[src/rtl/readpixel_pkg.sv]
// Shared definitions for the single-wire pixel receiver and transmitter.
//   - rx_state_e  : receiver FSM state encodings
//   - pixel_t     : 24-bit pixel word layout {r, g, b}; r[7] is sent first
//   - ns_to_cycles: ceil(ns * clk_hz / 1e9), used to derive cycle thresholds
package readpixel_pkg;

    typedef enum logic [2:0] {
        ST_WAIT_LATCH = 3'd0,
        ST_IDLE       = 3'd1,
        ST_HIGH       = 3'd2,
        ST_LOW        = 3'd3,
        ST_FORWARD    = 3'd4
    } rx_state_e;

    localparam int PIXEL_BITS = 32'd24;

    typedef struct packed {
        logic [7:0] r;
        logic [7:0] g;
        logic [7:0] b;
    } pixel_t;

    function automatic int ns_to_cycles(input longint ns, input longint clk_hz);
        return int'((ns * clk_hz + 64'sd999_999_999) / 64'sd1_000_000_000);
    endfunction

endpackage

[src/rtl/pixel_sync.sv]
// Two-flop synchronizer for the asynchronous pixel stream.
// Ports: clk, reset (sync, active-high), d_in (async), s (synchronized level).
module pixel_sync (
    input  logic clk,
    input  logic reset,
    input  logic d_in,
    output logic s
);

    logic meta_r;

    // Metastability stage followed by the stable output stage.
    always_ff @(posedge clk) begin
        if (reset) begin
            meta_r <= 1'b0;
            s      <= 1'b0;
        end else begin
            meta_r <= d_in;
            s      <= meta_r;
        end
    end

endmodule

[src/rtl/readpixel.sv]
// Single-wire pixel stream receiver. Decodes the first 24-bit pixel of each
// frame from pulse-width coded highs, then forwards the rest of the stream.
// Ports:
//   clk, reset            : clock and synchronous active-high reset
//   d_in                  : asynchronous stream input
//   pixel_r/g/b           : last decoded pixel, updated with valid
//   valid                 : one-cycle pulse per decoded first pixel
//   frame_end             : one-cycle pulse on latch (long low) detection
//   d_out                 : stream pass-through while forwarding, else 0
//   busy                  : high while a frame is in progress
//   error                 : one-cycle pulse on a protocol violation
module readpixel
    import readpixel_pkg::*;
#(
    parameter int clk_in_rate_hz = 32'd12_000_000,
    parameter int t1_min_ns      = 32'd600,
    parameter int glitch_max_ns  = 32'd150,
    parameter int high_max_ns    = 32'd2000,
    parameter int reset_min_ns   = 32'd50000
) (
    input  logic       clk,
    input  logic       reset,
    input  logic       d_in,
    output logic [7:0] pixel_r,
    output logic [7:0] pixel_g,
    output logic [7:0] pixel_b,
    output logic       valid,
    output logic       frame_end,
    output logic       d_out,
    output logic       busy,
    output logic       error
);

    localparam int T1_MIN    = ns_to_cycles(longint'(t1_min_ns),    longint'(clk_in_rate_hz));
    localparam int GLITCH    = ns_to_cycles(longint'(glitch_max_ns), longint'(clk_in_rate_hz));
    localparam int HIGH_MAX  = ns_to_cycles(longint'(high_max_ns),   longint'(clk_in_rate_hz));
    localparam int RESET_MIN = ns_to_cycles(longint'(reset_min_ns),  longint'(clk_in_rate_hz));

    localparam int HCW = ($clog2(HIGH_MAX + 2) > 5)  ? $clog2(HIGH_MAX + 2)  : 5;
    localparam int LCW = ($clog2(RESET_MIN + 1) > 10) ? $clog2(RESET_MIN + 1) : 10;

    localparam logic [HCW-1:0] T1_MIN_C    = HCW'(T1_MIN);
    localparam logic [HCW-1:0] GLITCH_C    = HCW'(GLITCH);
    localparam logic [HCW-1:0] HIGH_MAX_C  = HCW'(HIGH_MAX);
    localparam logic [HCW-1:0] HIGH_SAT_C  = HCW'(HIGH_MAX + 1);
    localparam logic [LCW-1:0] RESET_MIN_C = LCW'(RESET_MIN);
    localparam logic [LCW-1:0] LOW_LAST_C  = LCW'(RESET_MIN - 1);
    localparam logic [4:0]     BIT_LAST_C  = 5'(PIXEL_BITS - 1);

    logic           sync_r;
    logic           sync_d_r;
    logic           rise_s;
    logic           fall_s;
    logic           latch_s;
    logic [HCW-1:0] high_cnt_r;
    logic [LCW-1:0] low_cnt_r;
    rx_state_e      state_r;
    rx_state_e      state_s;
    pixel_t         shift_r;
    pixel_t         shift_s;
    logic [4:0]     bit_idx_r;
    logic [4:0]     bit_idx_s;
    logic           load_s;
    logic           load_r;
    logic           load_d_r;
    logic           fe_s;
    logic           err_s;

    pixel_sync u_sync (
        .clk   (clk),
        .reset (reset),
        .d_in  (d_in),
        .s     (sync_r)
    );

    assign rise_s  = sync_r & ~sync_d_r;
    assign fall_s  = ~sync_r & sync_d_r;
    // Fires on the edge that completes the RESET_MIN-th low cycle, so the
    // FSM is already idle when a rise immediately follows the latch.
    assign latch_s = ~sync_r & (low_cnt_r == LOW_LAST_C);

    // Edge-detect delay plus saturating high/low duration counters.
    always_ff @(posedge clk) begin
        if (reset) begin
            sync_d_r   <= 1'b0;
            high_cnt_r <= '0;
            low_cnt_r  <= '0;
        end else begin
            sync_d_r <= sync_r;
            if (sync_r) begin
                low_cnt_r <= '0;
                if (high_cnt_r != HIGH_SAT_C) begin
                    high_cnt_r <= high_cnt_r + {{(HCW-1){1'b0}}, 1'b1};
                end
            end else begin
                high_cnt_r <= '0;
                if (low_cnt_r != RESET_MIN_C) begin
                    low_cnt_r <= low_cnt_r + {{(LCW-1){1'b0}}, 1'b1};
                end
            end
        end
    end

    // Next-state, bit shifting and pulse requests for the receive FSM.
    always_comb begin
        state_s   = state_r;
        shift_s   = shift_r;
        bit_idx_s = bit_idx_r;
        load_s    = 1'b0;
        fe_s      = 1'b0;
        err_s     = 1'b0;
        case (state_r)
            ST_WAIT_LATCH: begin
                if (latch_s) begin
                    state_s = ST_IDLE;
                end else begin
                    state_s = ST_WAIT_LATCH;
                end
            end
            ST_IDLE: begin
                if (rise_s) begin
                    state_s = ST_HIGH;
                end else begin
                    state_s = ST_IDLE;
                end
            end
            ST_HIGH: begin
                if (high_cnt_r > HIGH_MAX_C) begin
                    err_s     = 1'b1;
                    bit_idx_s = 5'd0;
                    state_s   = ST_WAIT_LATCH;
                end else if (fall_s) begin
                    if (high_cnt_r <= GLITCH_C) begin
                        err_s   = 1'b1;
                        state_s = ST_LOW;
                    end else begin
                        shift_s = pixel_t'({shift_r[PIXEL_BITS-2:0], (high_cnt_r >= T1_MIN_C)});
                        if (bit_idx_r == BIT_LAST_C) begin
                            load_s    = 1'b1;
                            bit_idx_s = 5'd0;
                            state_s   = ST_FORWARD;
                        end else begin
                            bit_idx_s = bit_idx_r + 5'd1;
                            state_s   = ST_LOW;
                        end
                    end
                end else begin
                    state_s = ST_HIGH;
                end
            end
            ST_LOW: begin
                if (latch_s) begin
                    // A frame that ends with a partial pixel is a violation.
                    if (bit_idx_r != 5'd0) begin
                        fe_s  = 1'b1;
                        err_s = 1'b1;
                    end else begin
                        fe_s  = 1'b0;
                    end
                    bit_idx_s = 5'd0;
                    state_s   = ST_IDLE;
                end else if (rise_s) begin
                    state_s = ST_HIGH;
                end else begin
                    state_s = ST_LOW;
                end
            end
            ST_FORWARD: begin
                if (high_cnt_r > HIGH_MAX_C) begin
                    err_s   = 1'b1;
                    state_s = ST_WAIT_LATCH;
                end else if (latch_s) begin
                    fe_s    = 1'b1;
                    state_s = ST_IDLE;
                end else begin
                    state_s = ST_FORWARD;
                end
            end
            default: begin
                bit_idx_s = 5'd0;
                state_s   = ST_WAIT_LATCH;
            end
        endcase
    end

    // FSM registers and registered status pulses.
    always_ff @(posedge clk) begin
        if (reset) begin
            state_r   <= ST_WAIT_LATCH;
            shift_r   <= '0;
            bit_idx_r <= 5'd0;
            load_r    <= 1'b0;
            frame_end <= 1'b0;
            error     <= 1'b0;
            busy      <= 1'b0;
        end else begin
            state_r   <= state_s;
            shift_r   <= shift_s;
            bit_idx_r <= bit_idx_s;
            load_r    <= load_s;
            frame_end <= fe_s;
            error     <= err_s;
            busy      <= (state_s == ST_HIGH) || (state_s == ST_LOW) || (state_s == ST_FORWARD);
        end
    end

    // Pixel output load, with valid following one cycle after the load so
    // that valid lands four clocks after the closing low is first sampled.
    always_ff @(posedge clk) begin
        if (reset) begin
            pixel_r  <= 8'd0;
            pixel_g  <= 8'd0;
            pixel_b  <= 8'd0;
            load_d_r <= 1'b0;
            valid    <= 1'b0;
        end else begin
            if (load_r) begin
                pixel_r <= shift_r.r;
                pixel_g <= shift_r.g;
                pixel_b <= shift_r.b;
            end
            load_d_r <= load_r;
            valid    <= load_d_r;
        end
    end

    // The first pixel is consumed; only the remainder of the frame is passed on.
    assign d_out = sync_r & (state_r == ST_FORWARD);

endmodule
[config.mk]
export PLATFORM = sky130hd
export DESIGN_NAME = readpixel
export DESIGN_NICKNAME = d
export VERILOG_FILES = /design/src/rtl/readpixel_pkg.sv /design/src/rtl/pixel_sync.sv /design/src/rtl/readpixel.sv
export SDC_FILE = /design/constraint.sdc
export NUM_CORES = 1
export LEC_CHECK = 0
export ABC_AREA = 1
export ABC_CLOCK_PERIOD_IN_PS = 1750
export BUFFER_PORTS_ARGS = -buffer_cell sky130_fd_sc_hd__buf_2
export CORE_AREA = 2 2 82 91
export CTS_BUF_LIST = sky130_fd_sc_hd__clkbuf_2
export DETAILED_ROUTE_END_ITERATION = 8
export DIE_AREA = 0 0 84 93
export PLACE_DENSITY = 0.7
export RECOVER_POWER = 25
export SLEW_MARGIN = 20
export SYNTH_ARGS = -nofsm -noshare
export SYNTH_HDL_FRONTEND = slang
export SYNTH_SLANG_ARGS = --single-unit
[constraint.sdc]
create_clock -name clk -period 1.75 [get_ports clk]
set_input_delay 0.0875 -clock clk [delete_from_list [all_inputs] [get_ports clk]]
set_output_delay 0.0875 -clock clk [all_outputs]
set_load 0.1 [all_outputs]
Word level (Yosys, flattened, before mapping)
Cells that the tools add are included.
{"block": "classes", "n_div": 0, "addsub": 3, "n_mul": 0, "shift": 0, "mux": 28, "order_cmp": 3, "bitwise": 11, "reduce_logical": 10, "eq_ne": 14}
{"op": "$mux W5", "count": 5}
{"op": "$mux W3", "count": 6}
{"op": "$pmux W3 S5", "count": 1}
{"op": "$pmux W5 S3", "count": 1}
{"op": "$eq A3 B2 Y1 const B", "count": 4}
{"op": "$mux W1", "count": 11}
{"op": "$add A10 B1 Y10 const B", "count": 1}
{"op": "$add A5 B1 Y5 const B", "count": 2}
{"op": "$eq A10 B10 Y1 const B", "count": 1}
{"op": "$ne A10 B10 Y1 const B", "count": 1}
{"op": "$reduce_and A4 Y1", "count": 2}
{"op": "$not A1 Y1", "count": 7}
{"op": "$eq A3 B3 Y1 const B", "count": 2}
{"op": "$ne A3 B3 Y1 const B", "count": 2}
{"op": "$eq A5 B5 Y1 const B", "count": 1}
{"op": "$ge A5 B4 Y1 const B", "count": 1}
{"op": "$gt A5 B5 Y1 const B", "count": 1}
{"op": "$le A5 B2 Y1 const B", "count": 1}
{"op": "$ne A5 B5 Y1 const B", "count": 1}
{"op": "$reduce_bool A5 Y1", "count": 1}
{"op": "$reduce_or A5 Y1", "count": 1}
{"op": "$and A1 B1 Y1", "count": 4}
{"op": "$mux W2", "count": 2}
{"op": "$reduce_or A2 Y1", "count": 2}
{"op": "other kinds (7)", "count": 8}
{"block": "word_totals", "ram_bits": 0, "ff_bits": 80, "mem_bits_ro": 0, "inputBits": 3, "word_cells": 88, "latchBits": 0, "mem_count": 0, "out_inout_bits": 29}

Longest topological paths before layout
Gate-level depths: netlist of the first run.
{"block": "depth", "word_depth": 9, "ltp_mapped": 12, "depth_no_buf": 12}

Modules after synthesis
Synthesis of the first run repeated with hierarchy kept, for this count alone.
{"block": "hier_totals", "cells_unflattened": 443, "area_unflattened_um2": 3463.3}
{"module": "readpixel", "cells_each": 437, "area_each_um2": 3408.3, "instances": 1, "seq_area_each_um2": 1561.5}
{"module": "pixel_sync", "cells_each": 6, "area_each_um2": 55.1, "instances": 1, "seq_area_each_um2": 40.0}

Least setup slack after synthesis of the first run
No wires, ideal clock.
{"block": "synth_timing", "path_type": "reg2out", "start": "register state_r[1]", "end": "output port d_out", "arrival_ns": 1.840, "t_required_ns": 1.662, "path_buffers": 0, "path_slack_ns": -0.177, "stages_incl_launch_ff": 4, "path_cell_list": "dfxtp_1 nor2_1 nand2_1 nor2_1"}
{"block": "synth_via", "elab_chain_cells": 2}
{"item": "start: declaration", "line": "readpixel.sv:57", "source": "rx_state_e state_r;"}
{"item": "start signal: assignment", "line": "readpixel.sv:197", "source": "state_r <= state_s;"}
{"item": "$eq A3 B3 Y1", "line": "readpixel.sv:228", "source": "assign d_out = sync_r & (state_r == ST_FORWARD);"}
{"item": "$and A1 B1 Y1", "line": "readpixel.sv:228"}
{"item": "end: declaration", "line": "readpixel.sv:29", "source": "output logic d_out,"}
No other way between the ends.

Worst setup path in the final report of the first run
Ends and elaborated chain as after synthesis.

==> reports/results.txt, run 1 <==
Outcome = finished clean
Number of global-route vias before repair = 2,763
Reg clk slew, reported paths = 230 ps
Drt initial violations = 170
Static leakage = 1.67 nW
Critical path type = reg -> out
Largest net degree at the start of global routing = 30
WHS Path Cells = 2
Worst Hold End = u_sync.s
# DRC = 0
Async S/R FF share, synth = 0
Met1 WL = 3180 µm
TritonCTS Buffers = 9
Uppermost layer routed = met4
Max Cap Viol = 0
I/O pin count = 32
PwrDens = 774 nW/µm²
Initial antenna violation count = 0
Post-route ant nets = 0
CTS max path bufs = 2
Initial Util = 0.485
Final min period = 1600 ps
Synthesized area per cell = 7.57 µm²
Critical Path RT = 1660 ps
Grt total ovfl = 0
Metal2 WL = 3110 µm
Die area = 7810 µm²
CTS tree = built
Actual slew at the worst max-slew pin = 745 ps
Fin area = 3740 µm²
Routed Wire Length = 6610 µm
Core area = 6930 µm²
Maximum clock frequency = 0.624 GHz
Total inserted antenna cells = 0
Sequential-to-total area share from yosys stat = 0.477
Post-synth EDFFs = 0
Layout Nets = 487
Crit-path slowest cell = dfxtp_1
Worst vdd ir = 0.539 mV
Cell mode on critical path = nor2_2
R2R cell count = 10
Placed inst area = 3570 µm²
Synth Flop Type = dfxtp_1
Post-synthesis cell area = 3360 µm²
CP Launch Type = register
Final HPWL DP = 4490 µm
Total Power = 2.89 mW
Via density = 5.05
Final setup violating endpoints = 0
Crit-path max cell delay = 400 ps
Leading cell types in the layout, fill and taps excluded = nor2_1, dfxtp_1, nand2_1, a21oi_1
Final hold vios = 0
Relative slew slack = 0.503
Crit path DAT = 1510 ps
Die Y-Extent = 93 µm
Layout fillers = 676
Worst skew pair latency = 520 ps
Met3 routed WL = 254 µm
Cells after synthesis = 444
Reg-to-reg startpoint = low_cnt_r[0]
Vias = 2,862
Area Overhead vs Synth = 11.2%
Util after Layout = 0.540
Num rows = 32
Hold slack = 413 ps
Fin crit share = 0.916
Worst Path Max Fanout = 4
FF+latch count, synth = 80
RR Endpoint = bit_idx_r[1]
Max H-tree Level = 3
Detailed Routing Iterations Pass 1 = 4
R2R setup slack = 170 ps
WL/cell = 11.7 µm
Syn Nets = 454
Worst hold start = u_sync.meta_r
Synth warn = 0
CTS Root Cell = clkbuf_2
Final Skew = 35.3 ps
All-Layer GR Usage = 0.186
Worst hold path type = reg -> reg
Worst path cell trace = nor2_2 -> nand2_1 -> nor2_2 -> buf_8
Port Buf Inserts = 31
Global-route wire length before repair = 11,900 µm
Final GP Congestion = 0.870
# clock sinks = 80
Final Max Tran Viols = 0
Fraction of layout cells with a size suffix above 1 = 0.151
Post-synthesis cell type count = 33
CP Capture Type = output port
Die X = 84 µm
[synthesized netlist by cell type, types with 2 or more instances]
master	number	area share
dfxtp_1	80	0.48
nor2_1	80	0.089
nand2_1	64	0.071
a21oi_1	42	0.063
nand3_1	40	0.060
inv_1	39	0.044
o21ai_0	37	0.055
clkbuf_1	10	0.011
nor3_1	9	0.013
ha_1	7	0.026
buf_6	4	0.013
nand4_1	4	0.0074
nand2_4	3	0.010
xor2_1	3	0.0078
buf_1	2	0.0022
nand3_2	2	0.0060
or2_2	2	0.0037
[report_power, final]
part	internal [mW]	switching, mW	leakage (nW)	total, mW
clock network	0.345	0.643	0.0767	0.988
logic	0.0180	0.0444	0.943	0.0624
registers	1.83	0.00767	0.646	1.84
total	2.20	0.695	1.67	2.89
[routing by layer]
layer,global-route usage,vias to the layer above
met4,0.0645,0
met3,0.0512,5
met5,0,-
met1,0.228,1279
met2,0.314,61
li1,-,1517
[stage by stage]
stage	setup slack, ps	std cells	TNS (ps)
after global placement	186	548	0
after CTS	26.9	567	0
final	148	567	0
after detailed placement	156	548	0
after floorplan	277	444	0
after global routing	-4.22	567	-4.22
[worst max path at each step]
stage / cells after the start / startpoint / to
finish: 4 / state_r[1] / d_out
global placement: 7 / bit_idx_r[0] / busy
detailed placement: 7 / bit_idx_r[0] / busy
CTS: 4 / state_r[1] / d_out
floorplan: 3 / state_r[1] / d_out
global route: 7 / bit_idx_r[0] / busy
[what timing repair did]
item | CTS | global route
endpoints found under the hold margin | 8 | 0
cloned | 0 | 0
setup endpoints to repair | 1 | 4
setup buffers | 0 | 0
pin swaps | 0 | 0
gates resized for setup | 1 | 7
hold buffers | 3 | 0
[area by class of cell]
cell class              instances  area (µm²)  share of cell area
repair buffers                 39         230              0.0616
clock inverters                 6        66.3              0.0177
flip-flops and latches         80        1600               0.429
well taps                      85         106              0.0285
multi-input cells             306        1520               0.408
clock buffers                  10        50.0              0.0134
inverters                      41         156              0.0418
[cell families (layout without fill, tap and decap cells)]
family / after synthesis / after routing / share of synthesized area
AOI/OAI and AO/OA: 83 / 83 / 0.126
buffers and inverters: 58 / 96 / 0.0748
adders and majority gates: 7 / 7 / 0.0261
DFF: 80 / 80 / 0.477
and+or+nand+nor: 213 / 213 / 0.289
xor gates and xnor gates: 3 / 3 / 0.00782
[state kept, by name, summed over array words and instances (netlist names)]
register and flops:
state_r 3, pixel_b 8, pixel_r 8, load_r 1, u_sync.s 1, valid 1
sync_d_r 1, high_cnt_r 5, load_d_r 1, bit_idx_r 5, u_sync.meta_r 1, error 1
busy 1, shift_r 24, pixel_g 8, frame_end 1, low_cnt_r 10
[critical path, delay by kind of cell (launching register included)]
kind,cells,cell delay [ps]
flip-flops,1,400
AND/OR/NAND/NOR,3,400
buffers and inverters,1,210
(Power assumes the default switching activity.)
==> run 2: changes to the inputs <==
--- a/config.mk
+++ b/config.mk
@@ -8,11 +8,14 @@
 export ABC_AREA = 1
 export ABC_CLOCK_PERIOD_IN_PS = 1750
 export BUFFER_PORTS_ARGS = -buffer_cell sky130_fd_sc_hd__buf_2
-export CORE_AREA = 2 2 82 91
+export CELL_PAD_IN_SITES_DETAIL_PLACEMENT = 0
+export CELL_PAD_IN_SITES_GLOBAL_PLACEMENT = 1
+export CORE_AREA = 2 2 86 96
 export CTS_BUF_LIST = sky130_fd_sc_hd__clkbuf_2
 export DETAILED_ROUTE_END_ITERATION = 8
-export DIE_AREA = 0 0 84 93
-export PLACE_DENSITY = 0.7
+export DIE_AREA = 0 0 88 98
+export GPL_ROUTABILITY_DRIVEN = 0
+export PLACE_DENSITY = 0.82
 export RECOVER_POWER = 25
 export SLEW_MARGIN = 20
 export SYNTH_ARGS = -nofsm -noshare
==> run 2 against run 1 <==
Sequential cell count stayed put. Largest power group unchanged. Wire length is 0.36% higher. Core utilization is 4.5 points lower. Clock skew is 3.7 ps lower. Via count is 0.10% lower. Non-clock buffer count stayed put. Sequential power hardly changed. Die area is 10% higher. Sequential share of layout area is 0.66 points lower. Combinational power hardly changed. Global-route usage is 1.5 points lower. Maximum frequency hardly changed. Critical endpoint unchanged.
==> reports/results.txt, run 2 (same netlist as run 1, synthesis figures left out) <==
Outcome = finished clean
Drt initial violations = 104
Post-Route Setup TNS = 0 ps
Final min period = 1600 ps
Routed Wire Length = 6640 µm
Relative slew slack = 0.673
Post-route ant nets = 0
Worst hold path type = in -> reg
Max Cap Viol = 0
Detailed Routing Iterations Pass 1 = 4
Static leakage = 1.68 nW
Uppermost layer routed = met4
Total Power = 3.18 mW
Critical Path RT = 1660 ps
CTS tree = built
PwrDens = 836 nW/µm²
CP Launch Type = register
Final hold vios = 0
Fraction of layout cells with a size suffix above 1 = 0.152
Initial Util = 0.436
Largest regs = shift_r x24, low_cnt_r x10
Metal2 WL = 2940 µm
Final worst slack = 147 ps
Actual slew at the worst max-slew pin = 494 ps
Final Skew = 31.7 ps
Critical path type = reg -> out
RSZ-0062 raised after global routing = false
CTS max path bufs = 2
Util after Layout = 0.494
Largest register FFs = 24
Maximum clock frequency = 0.624 GHz
Num rows = 34
# clock sinks = 80
Commonest non-fill, non-tap cell in the layout = nor2_1
Total inserted antenna cells = 0
Met3 routed WL = 200 µm
Area Overhead vs Synth = 13.3%
Met1 WL = 3400 µm
Worst Path Max Fanout = 4
Via density = 4.85
Die area = 8620 µm²
Global-route wire length before repair = 11,900 µm
Max H-tree Level = 3
Vias = 2,859
Final HPWL DP = 4580 µm
Hold slack = 312 ps
Worst skew pair latency = 520 ps
WL/cell = 11.3 µm
Crit path DAT = 1520 ps
Postcts setup bufs = 0
CTS Root Cell = clkbuf_2
Initial antenna violation count = 0
Final Max Tran Viols = 0
Placement Setup Slack = 79.9 ps
Layout Nets = 487
Die X = 88 µm
# DRC = 0
Fin crit share = 0.916
Number of global-route vias before repair = 2,679
All-Layer GR Usage = 0.171
Largest net degree at the start of global routing = 38
TritonCTS Buffers = 9
Reg clk slew, reported paths = 210 ps
Worst vdd ir = 0.346 mV
CP Capture Type = output port
I/O pin count = 32
Grt total ovfl = 0
Leading cell types in the layout, fill and taps excluded = nor2_1, dfxtp_1, nand2_1, a21oi_1, nand3_1
Die Y-Extent = 98 µm
Final setup violating endpoints = 0
Port Buf Inserts = 31
Core area = 7700 µm²
Largest reg by FF count = shift_r
[run 2: cell count changes in the layout (fill, tap and decap cells not counted), sizes merged]
cell and delta:
clkinv -2, bufinv +2, dlygate4sd3 -1
[run 2: critical path, cell delays in order, from the launching register on]
cell	delay (ps)
dfxtp_1	410
nor2_2	140
nand2_1	110
nor2_2	140
buf_8	210
[run 2: path summary, 6_finish.rpt]
| path | start | slack (ps) | endpoint | depth (start not counted) |
|---|---|---|---|---|
| max | state_r[1] | 150 | d_out | 4 |
| min | d_in | 310 | u_sync.meta_r | 4 |
| max reg2reg | bit_idx_r[0] | 190 | busy | 8 |
| min reg2reg | load_d_r | 430 | valid | 2 |
[run 2: routing by layer]
metal | global-route usage | vias to the layer above
li1 | - | 1510
met1 | 0.239 | 1304
met2 | 0.258 | 35
met3 | 0.0313 | 10
met4 | 0.0710 | 0
met5 | 0 | -
[run 2: repair_timing]
action                                 CTS  global route
setup endpoints to repair                1             8
hold buffers                             2             0
endpoints found under the hold margin    5             0
gates resized for setup                  1            10
[run 2: layout make-up]
type | instances | area, µm²
timing repair buffer | 39 | 226
tap | 108 | 135
clock buffer | 9 | 45.0
inverter | 41 | 156
clock inverter | 6 | 116
fill | 785 | 3890
multi-input combinational | 306 | 1520
sequential | 80 | 1610
[run 2: power by group]
part | switching [mW] | internal [mW] | leakage (nW) | total [mW]
clock network | 0.657 | 0.622 | 0.0930 | 1.28
registers | 0.00791 | 1.83 | 0.647 | 1.84
logic | 0.0438 | 0.0184 | 0.938 | 0.0622
total | 0.709 | 2.47 | 1.68 | 3.18
[run 2: stage by stage]
step / area [µm²] / instances
global placement: 3600 / 572
finish: 3810 / 589
global route: 3810 / 589
detailed placement: 3600 / 572
CTS: 3790 / 589
floorplan: 3360 / 444
